## config.mk

```make
export PLATFORM = sky130hd
export DESIGN_NAME = pattern_lock_ctrl_flat
export DESIGN_NICKNAME = d
export VERILOG_FILES = /design/src/rtl/pattern_lock_ctrl_if.sv /design/src/rtl/pattern_lock_ctrl.sv /design/src/flat_wrapper.sv
export SDC_FILE = /design/constraint.sdc
export NUM_CORES = 1
export LEC_CHECK = 0
export CAP_MARGIN = 40
export CELL_PAD_IN_SITES_DETAIL_PLACEMENT = 0
export CELL_PAD_IN_SITES_GLOBAL_PLACEMENT = 1
export CORE_ASPECT_RATIO = 0.7
export CORE_MARGIN = 5
export CORE_UTILIZATION = 44
export DETAILED_ROUTE_END_ITERATION = 12
export GPL_ROUTABILITY_DRIVEN = 0
export PLACE_DENSITY = 0.93
export SLEW_MARGIN = 20
export SYNTH_ARGS = -nofsm -noshare
export SYNTH_HDL_FRONTEND = slang
export SYNTH_SLANG_ARGS = --single-unit
export TNS_END_PERCENT = 5
```

## constraint.sdc

```tcl
create_clock -name clk -period 2.1 [get_ports clk]
set_input_delay 0.42 -clock clk [delete_from_list [all_inputs] [get_ports clk]]
set_output_delay 0.42 -clock clk [all_outputs]
set_load 0.02 [all_outputs]
```

## src/rtl/pattern_lock_ctrl_if.sv

```systemverilog
// Entry/status bundle between the pattern-lock sequencer and its host.
// The master side drives code bits and lock requests; the slave side reports lock state.
interface pattern_lock_ctrl_if #(
  parameter int MAX_FAIL = 3
) ();
  localparam int FW = $clog2(MAX_FAIL + 1);

  logic          in;
  logic          in_valid;
  logic          lock_req;
  logic          unlocked;
  logic          lockout;
  logic          busy;
  logic [FW-1:0] fail_cnt;
  logic          match_pulse;
  logic          fail_pulse;

  modport master (
    output in, in_valid, lock_req,
    input  unlocked, lockout, busy, fail_cnt, match_pulse, fail_pulse
  );

  modport slave (
    input  in, in_valid, lock_req,
    output unlocked, lockout, busy, fail_cnt, match_pulse, fail_pulse
  );
endinterface

```

## src/rtl/pattern_lock_ctrl.sv

```systemverilog
// Serial pattern-lock sequencer: code entry, failure counting, timed lockout; all outputs registered, 1-cycle decision latency.
// No backpressure: every in_valid is consumed or ignored. Optional auto-relock via PATTERN_LOCK_AUTO_RELOCK_EN.
module pattern_lock_ctrl #(
  parameter int                  CODE_LEN    = 3,
  parameter logic [CODE_LEN-1:0] CODE        = 3'b110,
  parameter int                  MAX_FAIL    = 3,
  parameter int                  LOCKOUT_CYC = 8,
  parameter int                  RELOCK_CYC  = 16
) (
  input  logic               clk,
  input  logic               rst,
  pattern_lock_ctrl_if.slave bus
);

  localparam int SW   = CODE_LEN - 1;
  localparam int BW   = $clog2(CODE_LEN + 1);
  localparam int FW   = $clog2(MAX_FAIL + 1);
  localparam int TMAX = (LOCKOUT_CYC > RELOCK_CYC) ? LOCKOUT_CYC : RELOCK_CYC;
  localparam int TW   = $clog2(TMAX + 1);

  typedef enum logic [1:0] {
    S_LOCKED   = 2'd0,
    S_ENTRY    = 2'd1,
    S_UNLOCKED = 2'd2,
    S_LOCKOUT  = 2'd3
  } state_t;

  state_t        r_state;
  logic [SW-1:0] r_shift;
  logic [BW-1:0] r_bitcnt;
  logic [TW-1:0] r_timer;
  logic [FW-1:0] r_fail_cnt;
  logic          r_unlocked;
  logic          r_lockout;
  logic          r_busy;
  logic          r_match_pulse;
  logic          r_fail_pulse;

  state_t        w_state_nxt;
  logic [SW-1:0] w_shift_nxt;
  logic [BW-1:0] w_bitcnt_nxt;
  logic [TW-1:0] w_timer_nxt;
  logic [FW-1:0] w_fail_nxt;
  logic [FW-1:0] w_fail_inc;
  logic          w_match;
  logic          w_fail;
  logic          w_unlocked_nxt;
  logic          w_lockout_nxt;
  logic          w_busy_nxt;
  logic [CODE_LEN-1:0] w_shift_in;

  // Only CODE_LEN-1 bits are stored; the final bit is compared straight off the input.
  assign w_shift_in = {r_shift, bus.in};
  assign w_fail_inc = (r_fail_cnt == FW'(MAX_FAIL)) ? r_fail_cnt : r_fail_cnt + 1'b1;

  always_ff @(posedge clk or negedge rst) begin
    if (!rst) begin
      r_state       <= S_LOCKED;
      r_shift       <= '0;
      r_bitcnt      <= '0;
      r_timer       <= '0;
      r_fail_cnt    <= '0;
      r_unlocked    <= 1'b0;
      r_lockout     <= 1'b0;
      r_busy        <= 1'b0;
      r_match_pulse <= 1'b0;
      r_fail_pulse  <= 1'b0;
    end else begin
      r_state       <= w_state_nxt;
      r_shift       <= w_shift_nxt;
      r_bitcnt      <= w_bitcnt_nxt;
      r_timer       <= w_timer_nxt;
      r_fail_cnt    <= w_fail_nxt;
      r_unlocked    <= w_unlocked_nxt;
      r_lockout     <= w_lockout_nxt;
      r_busy        <= w_busy_nxt;
      r_match_pulse <= w_match;
      r_fail_pulse  <= w_fail;
    end
  end

  always_comb begin
    w_state_nxt  = r_state;
    w_shift_nxt  = r_shift;
    w_bitcnt_nxt = r_bitcnt;
    w_timer_nxt  = r_timer;
    w_fail_nxt   = r_fail_cnt;
    w_match      = 1'b0;
    w_fail       = 1'b0;
    case (r_state)
      S_LOCKED: begin
        if (!bus.lock_req && bus.in_valid) begin
          w_state_nxt  = S_ENTRY;
          w_shift_nxt  = SW'(bus.in);
          w_bitcnt_nxt = BW'(1);
        end
      end
      S_ENTRY: begin
        if (bus.lock_req) begin
          w_state_nxt  = S_LOCKED;
          w_shift_nxt  = '0;
          w_bitcnt_nxt = '0;
        end else if (bus.in_valid) begin
          if (r_bitcnt == BW'(CODE_LEN - 1)) begin
            w_shift_nxt  = '0;
            w_bitcnt_nxt = '0;
            if (w_shift_in == CODE) begin
              w_state_nxt = S_UNLOCKED;
              w_fail_nxt  = '0;
              w_match     = 1'b1;
`ifdef PATTERN_LOCK_AUTO_RELOCK_EN
              w_timer_nxt = TW'(RELOCK_CYC);
`endif
            end else begin
              w_fail     = 1'b1;
              w_fail_nxt = w_fail_inc;
              if (w_fail_inc == FW'(MAX_FAIL)) begin
                w_state_nxt = S_LOCKOUT;
                w_timer_nxt = TW'(LOCKOUT_CYC);
              end else begin
                w_state_nxt = S_LOCKED;
              end
            end
          end else begin
            w_shift_nxt  = w_shift_in[SW-1:0];
            w_bitcnt_nxt = r_bitcnt + 1'b1;
          end
        end
      end
      S_UNLOCKED: begin
        if (bus.lock_req) begin
          w_state_nxt = S_LOCKED;
          w_timer_nxt = '0;
        end
`ifdef PATTERN_LOCK_AUTO_RELOCK_EN
        else if (r_timer <= TW'(1)) begin
          w_state_nxt = S_LOCKED;
          w_timer_nxt = '0;
        end else begin
          w_timer_nxt = r_timer - 1'b1;
        end
`endif
      end
      S_LOCKOUT: begin
        // Leave on the edge where the timer would hit zero, giving exactly LOCKOUT_CYC cycles.
        if (r_timer <= TW'(1)) begin
          w_state_nxt = S_LOCKED;
          w_timer_nxt = '0;
          w_fail_nxt  = '0;
        end else begin
          w_timer_nxt = r_timer - 1'b1;
        end
      end
      default: begin
        w_state_nxt  = S_LOCKED;
        w_shift_nxt  = '0;
        w_bitcnt_nxt = '0;
        w_timer_nxt  = '0;
      end
    endcase
  end

  always_comb begin
    w_unlocked_nxt = (w_state_nxt == S_UNLOCKED);
    w_lockout_nxt  = (w_state_nxt == S_LOCKOUT);
    w_busy_nxt     = (w_state_nxt == S_ENTRY);
  end

  assign bus.unlocked    = r_unlocked;
  assign bus.lockout     = r_lockout;
  assign bus.busy        = r_busy;
  assign bus.fail_cnt    = r_fail_cnt;
  assign bus.match_pulse = r_match_pulse;
  assign bus.fail_pulse  = r_fail_pulse;

endmodule

```

## src/flat_wrapper.sv

```systemverilog
// flat-port wrapper written by rule: the top's interface ports become plain ports
module pattern_lock_ctrl_flat 
#(
  parameter int                  CODE_LEN    = 3,
  parameter logic [CODE_LEN-1:0] CODE        = 3'b110,
  parameter int                  MAX_FAIL    = 3,
  parameter int                  LOCKOUT_CYC = 8,
  parameter int                  RELOCK_CYC  = 16
)
  (clk, rst, bus_in, bus_in_valid, bus_lock_req, bus_unlocked, bus_lockout, bus_busy, bus_fail_cnt, bus_match_pulse, bus_fail_pulse);
  pattern_lock_ctrl_if #(.MAX_FAIL(MAX_FAIL)) bus_i ();
  input  logic clk;
  input  logic rst;
  input wire logic [$bits(bus_i.in)-1:0] bus_in;
  input wire logic [$bits(bus_i.in_valid)-1:0] bus_in_valid;
  input wire logic [$bits(bus_i.lock_req)-1:0] bus_lock_req;
  output wire logic [$bits(bus_i.unlocked)-1:0] bus_unlocked;
  output wire logic [$bits(bus_i.lockout)-1:0] bus_lockout;
  output wire logic [$bits(bus_i.busy)-1:0] bus_busy;
  output wire logic [$bits(bus_i.fail_cnt)-1:0] bus_fail_cnt;
  output wire logic [$bits(bus_i.match_pulse)-1:0] bus_match_pulse;
  output wire logic [$bits(bus_i.fail_pulse)-1:0] bus_fail_pulse;
  assign bus_i.in = bus_in;
  assign bus_i.in_valid = bus_in_valid;
  assign bus_i.lock_req = bus_lock_req;
  assign bus_unlocked = bus_i.unlocked;
  assign bus_lockout = bus_i.lockout;
  assign bus_busy = bus_i.busy;
  assign bus_fail_cnt = bus_i.fail_cnt;
  assign bus_match_pulse = bus_i.match_pulse;
  assign bus_fail_pulse = bus_i.fail_pulse;
  pattern_lock_ctrl #(.CODE_LEN(CODE_LEN), .CODE(CODE), .MAX_FAIL(MAX_FAIL), .LOCKOUT_CYC(LOCKOUT_CYC), .RELOCK_CYC(RELOCK_CYC)) u_core (.clk(clk), .rst(rst), .bus(bus_i));
endmodule
```

; ---- Word level (Yosys, flattened, before mapping)
; Cells that the tools add are included.
[op_classes]
addsub = 3
reduce_logical = 9
n_eq_ne = 19
order_cmp = 1
mux = 44
[ops]
columns = operator, n
row1 = 2-bit 2-to-1 mux, 22
row2 = 5-bit 2-to-1 mux, 7
row3 = 5-bit case mux with 3 select lines, 1
row4 = "2-bit equality test, second input constant", 7
row5 = 2-bit case mux with 2 select lines, 3
row6 = 1-bit 2-to-1 mux, 10
row7 = "2-bit by 1-bit inequality test with 1-bit output, second input constant", 4
row8 = "2-bit inequality test, second input constant", 4
row9 = 2-bit case mux with 4 select lines, 1
row10 = 7-bit AND reduction, 1
row11 = "5-bit by 1-bit <= comparator with 1-bit output, second input constant", 1
row12 = 5-bit AND reduction, 1
row13 = "5-bit by 1-bit subtractor with 5-bit output, second input constant", 1
row14 = "2-bit by 1-bit adder with 2-bit output, second input constant", 2
row15 = "2-bit by 1-bit equality test with 1-bit output, second input constant", 2
row16 = 2-bit nonzero test, 2
row17 = "3-bit equality test, second input constant", 1
row18 = "3-bit inequality test, second input constant", 1
row19 = 3-bit AND reduction, 1
row20 = 3-bit nonzero test, 1
row21 = 2-bit logical NOT, 1
row22 = 1-bit logical AND, 1
row23 = 1-bit logical NOT, 1
[totals]
wordCells = 86
register_bits = 18
out_inout_bits = 7

; ---- Longest topological paths before layout
[logic_depth]
depth_word = 10
depth_mapped = 6
ltp_nobuf = 6

; ---- Worst setup path before layout
; No wires, ideal clock.
[synth_timing]
path_kind = input port to flip-flop
startpoint = input port bus_in_valid
endpoint = register u_core.r_timer[2]
path_stages = 5
t_arrival_ns = 1.344
slack_ns = 0.638
cell_sequence = buf_2 > and4bb_4 > a41oi_2 > o21bai_1 > a21o_1
[synth_via]
elab_chain_cells = 2
[synth_rtl]
columns = item, line_no
row1 = start: declaration, flat_wrapper.sv:15  ; input wire logic [$bits(bus_i.in_valid)-1:0] bus_in_valid;
row2 = 2-bit inequality test (no source line), --
row3 = 7-bit AND reduction (no source line), --
row4 = end signal: assignment, pattern_lock_ctrl.sv:72  ; r_timer <= w_timer_nxt;
row5 = end: declaration, pattern_lock_ctrl.sv:31  ; logic [TW-1:0] r_timer;
; No other way between the ends.
; A chain may end at the register's enable or synchronous reset.

; ---- Worst setup path after layout
[layout_timing]
startpoint = register u_core.r_fail_cnt[1] (netlist: u_core.bus.fail_cnt[1])
endpoint = output port bus_fail_cnt[1]
[layout_lines]
columns = item, line_no
row1 = start: declaration, pattern_lock_ctrl.sv:32  ; logic [FW-1:0] r_fail_cnt;
row2 = start signal: assignment, pattern_lock_ctrl.sv:73  ; r_fail_cnt <= w_fail_nxt;
row3 = end: declaration, flat_wrapper.sv:20  ; output wire logic [$bits(bus_i.fail_cnt)-1:0] bus_fail_cnt;
; No word-level cell between the ends.

==> results.tsv <==
stage	metric	value	unit
status	outcome	finished, final reports clean	
final_layout	regArea	450.4	µm²
worst_setup_path	crit_path_end_kind	output port	
synth	synth-edff-count	0	
worst_setup_path	critPathTopFamily	buffers and inverters	
sta	finClkSkew	5.622	ps
floorplanning	ios	12	
routing	drt-initial-drc-count	32	
synth	synth_area_leaders	dfrtp_1 47%, nand2_1 5.4%, o21ai_0 3.6%, nor2_1 3.1%, inv_1 2.7%	
synth	syn_nets	110	
sta	finalMaxSlewViolations	0	
grt	grt_pass1_vias	717	
final_layout	nNetsFinal	125	
synth	yosysSeqAreaShare	46.69	%
synth	synth.top_cells.by_count	18 x dfrtp_1, 14 x nand2_1, 8 x nor2_1	
floorplanning	dieArea	3244	µm²
cts	cts_buffers	3	
cts	cts_sinks	18	
worst_setup_path	critical_path.max_stage_delay	640	ps
final_layout	multiInputGateArea	467.9	µm²
synth	yosys_warnings	0	
cts	hold_buffers	0	
power_and_ir_drop	seqPwrFrac	56.9	%
sta	hold_slack	445.8	ps
power_and_ir_drop	ir_drop	0.3887	mV
floorplanning	dieHeight	49.18	µm
cts	cts_buffer_depth	2	
worst_setup_path	worstPathMaxFanout	6	
synth	synth_ff_type	dfrtp_1	
worst_setup_path	cp_cell_sequence	clkdlybuf4s50_1	
place	dpl.hpwl	1518	µm
routing	antenna_left	0	
routing	drt_wl_total	1972	µm
power_and_ir_drop	internal_power	0.5027	mW
final_layout	instances_no_fill	149	
synth	synth.distinct_cells	40	
flow_run	drv_cap	0	
floorplanning	die_w	65.97	µm
worst_setup_path	r2r_end	u_core.r_timer[2]	
final_layout	syn_to_final_growth	19.59	%
final_layout	diodes	0	
routing	firstDrtPassIters	4	
worst_setup_path	cp-start-kind	flop	
synth	syn_area	964.7	µm²
worst_setup_path	critPathBufInv	1	
routing	avgViaCountPerCell	5.128	
place	io_buffers	11	
synth	syn_inst	103	
worst_setup_path	reg2reg_depth	4	
grt	track_usage	14.09	%
power_and_ir_drop	p_sw_share	24.14	%
sta	max_freq	552.4	MHz
cts	cts_setup_buffers	0	
grt	antenna_found_initial	0	
cts	clkTransAtPathRegs	100	ps
synth	synth_top_cell_area_share	46.69	%
worst_setup_path	r2r_start	u_core.r_bitcnt[0]	
worst_setup_path	slowest_stage	clkdlybuf4s50_1	
sta	fin_tns_setup	0	ps
synth	postSynthAreaPerCell	9.366	µm²
power_and_ir_drop	power	0.6627	mW
floorplanning	row_count	14	
routing	drc_errors	0	
power_and_ir_drop	p_leak	0.5233	nW
grt	grt_start_max_net_pins	13	
synth	synth-seq-cells	18	
worst_hold_path	hp-class	in2async	
final_layout	postLayoutCoreUtil	54.43	%
cts	root_buffer	clkbuf_4	
final_layout	drive_gt1_share	11.11	%
sta	hold_violations	0	
worst_setup_path	arrival	1390	ps
routing	dr_total_vias	764	
cts	cts_tree	built	
synth	synth_most_common_cell	dfrtp_1	
synth	async_reset_ff_share	100.0	%
floorplanning	core_area	2120	µm²
power_and_ir_drop	power_per_cell_area	574.4	nW/µm²
worst_setup_path	critPathKind	reg2out	
power_and_ir_drop	power.switching	0.1600	mW
cts	cts_resized	0	
floorplanning	initial_core_util	45.51	%
sta	slew_headroom	67.52	%
cts	clk_latency	290	ps
sta	setup_viol	0	
sta	rsz0062_at_grt	false	
power_and_ir_drop	power.share.clock	31.4	%
power_and_ir_drop	combPwrFrac	11.7	%
grt	grt-ovfl-total	0	
sta	worstMarginPinSlew	485.6	ps
routing	routedWlPerCell	13.23	µm
place	place_inst	145	
final_layout	num-fill-cells	180	
worst_setup_path	r2r_slack	550	ps
grt	grt_pass1_wl	3484	µm
sta	fin_crit	1810	ps
worst_setup_path	required	1680	ps
synth	yosys.area.top_type	dfrtp_1	
cts	h-tree-depth	1	
sta	post-route-period-util	86.21	%
-- cells by family (layout without fill, tap and decap cells) --
group           count (synthesis)  after routing  share of synthesized area [%]
flops                          18             18                          46.69
mux                             1              1                          1.038
fa+ha+maj                       2              2                          2.594
simple gates                   44             44                          25.29
buf+inv                        11             25                          4.800
compound gates                 27             27                          19.58
-- metrics by stage --
stage / cell area (µm²) / setup slack [ps]
after floorplan: 964.7 / 638.4
after global placement: 1117 / 184.1
after detailed placement: 1117 / 150.4
after CTS: 1154 / 276.7
after global routing: 1154 / 234.5
final: 1154 / 289.7
-- cells in the final DEF, fill, tap and decap left out, types with 3 or more instances in the layout --
cell / netlist / final
clkbuf_4: 0 / 3
buf_4: 0 / 3
a21oi_1: 3 / 3
inv_1: 7 / 7
nand2_1: 14 / 14
nor2_1: 8 / 8
clkdlybuf4s50_1: 0 / 11
o21ai_0: 7 / 7
dfrtp_1: 18 / 18
-- per-layer routing --
layer  global-route usage (%)  routed length, µm
met5                        0                  0
met4                    5.068                 23
met2                    19.13                815
met3                    4.608                105
met1                    20.60               1028
-- sequential cells by signal (all words and copies together) (netlist names) --
register / cells
u_core.bus.match_pulse: 1
u_core.bus.unlocked: 1
u_core.bus.fail_cnt: 2
u_core.r_state: 2
u_core.r_bitcnt: 2
u_core.bus.lockout: 1
u_core.bus.busy: 1
u_core.bus.fail_pulse: 1
u_core.r_shift: 2
u_core.r_timer: 5
-- worst max-delay path by stage --
stage	startpoint	endpoint	slack, ps	depth (start not counted)
2_1_floorplan	bus_in_valid	u_core.r_timer[2]	640	5
3_3_place_gp	bus_lock_req	u_core.r_timer[2]	180	5
3_5_place_dp	bus_lock_req	u_core.r_timer[2]	150	5
4_1_cts	u_core.bus.fail_cnt[1]	bus_fail_cnt[1]	280	1
5_1_grt	u_core.bus.fail_cnt[1]	bus_fail_cnt[1]	230	1
6_report	u_core.bus.fail_cnt[1]	bus_fail_cnt[1]	290	1
-- cell type report --
class | instances | area share [%]
well taps | 32 | 3.471
repair buffers | 14 | 11.50
inverters | 7 | 2.278
clock buffers | 4 | 3.145
flip-flops and latches | 18 | 39.05
multi-input cells | 74 | 40.56
-- power by group through the flow --
stage / sequential (mW) / clock, mW / combinational [mW]
detailed placement: 0.384 / 0 / 0.0778
global placement: 0.383 / 0 / 0.0753
global route: 0.381 / 0.233 / 0.0857
finish: 0.377 / 0.208 / 0.0773
CTS: 0.377 / 0.220 / 0.0779
floorplan: 0.382 / 0 / 0.0440
(Power assumes the default switching activity.)
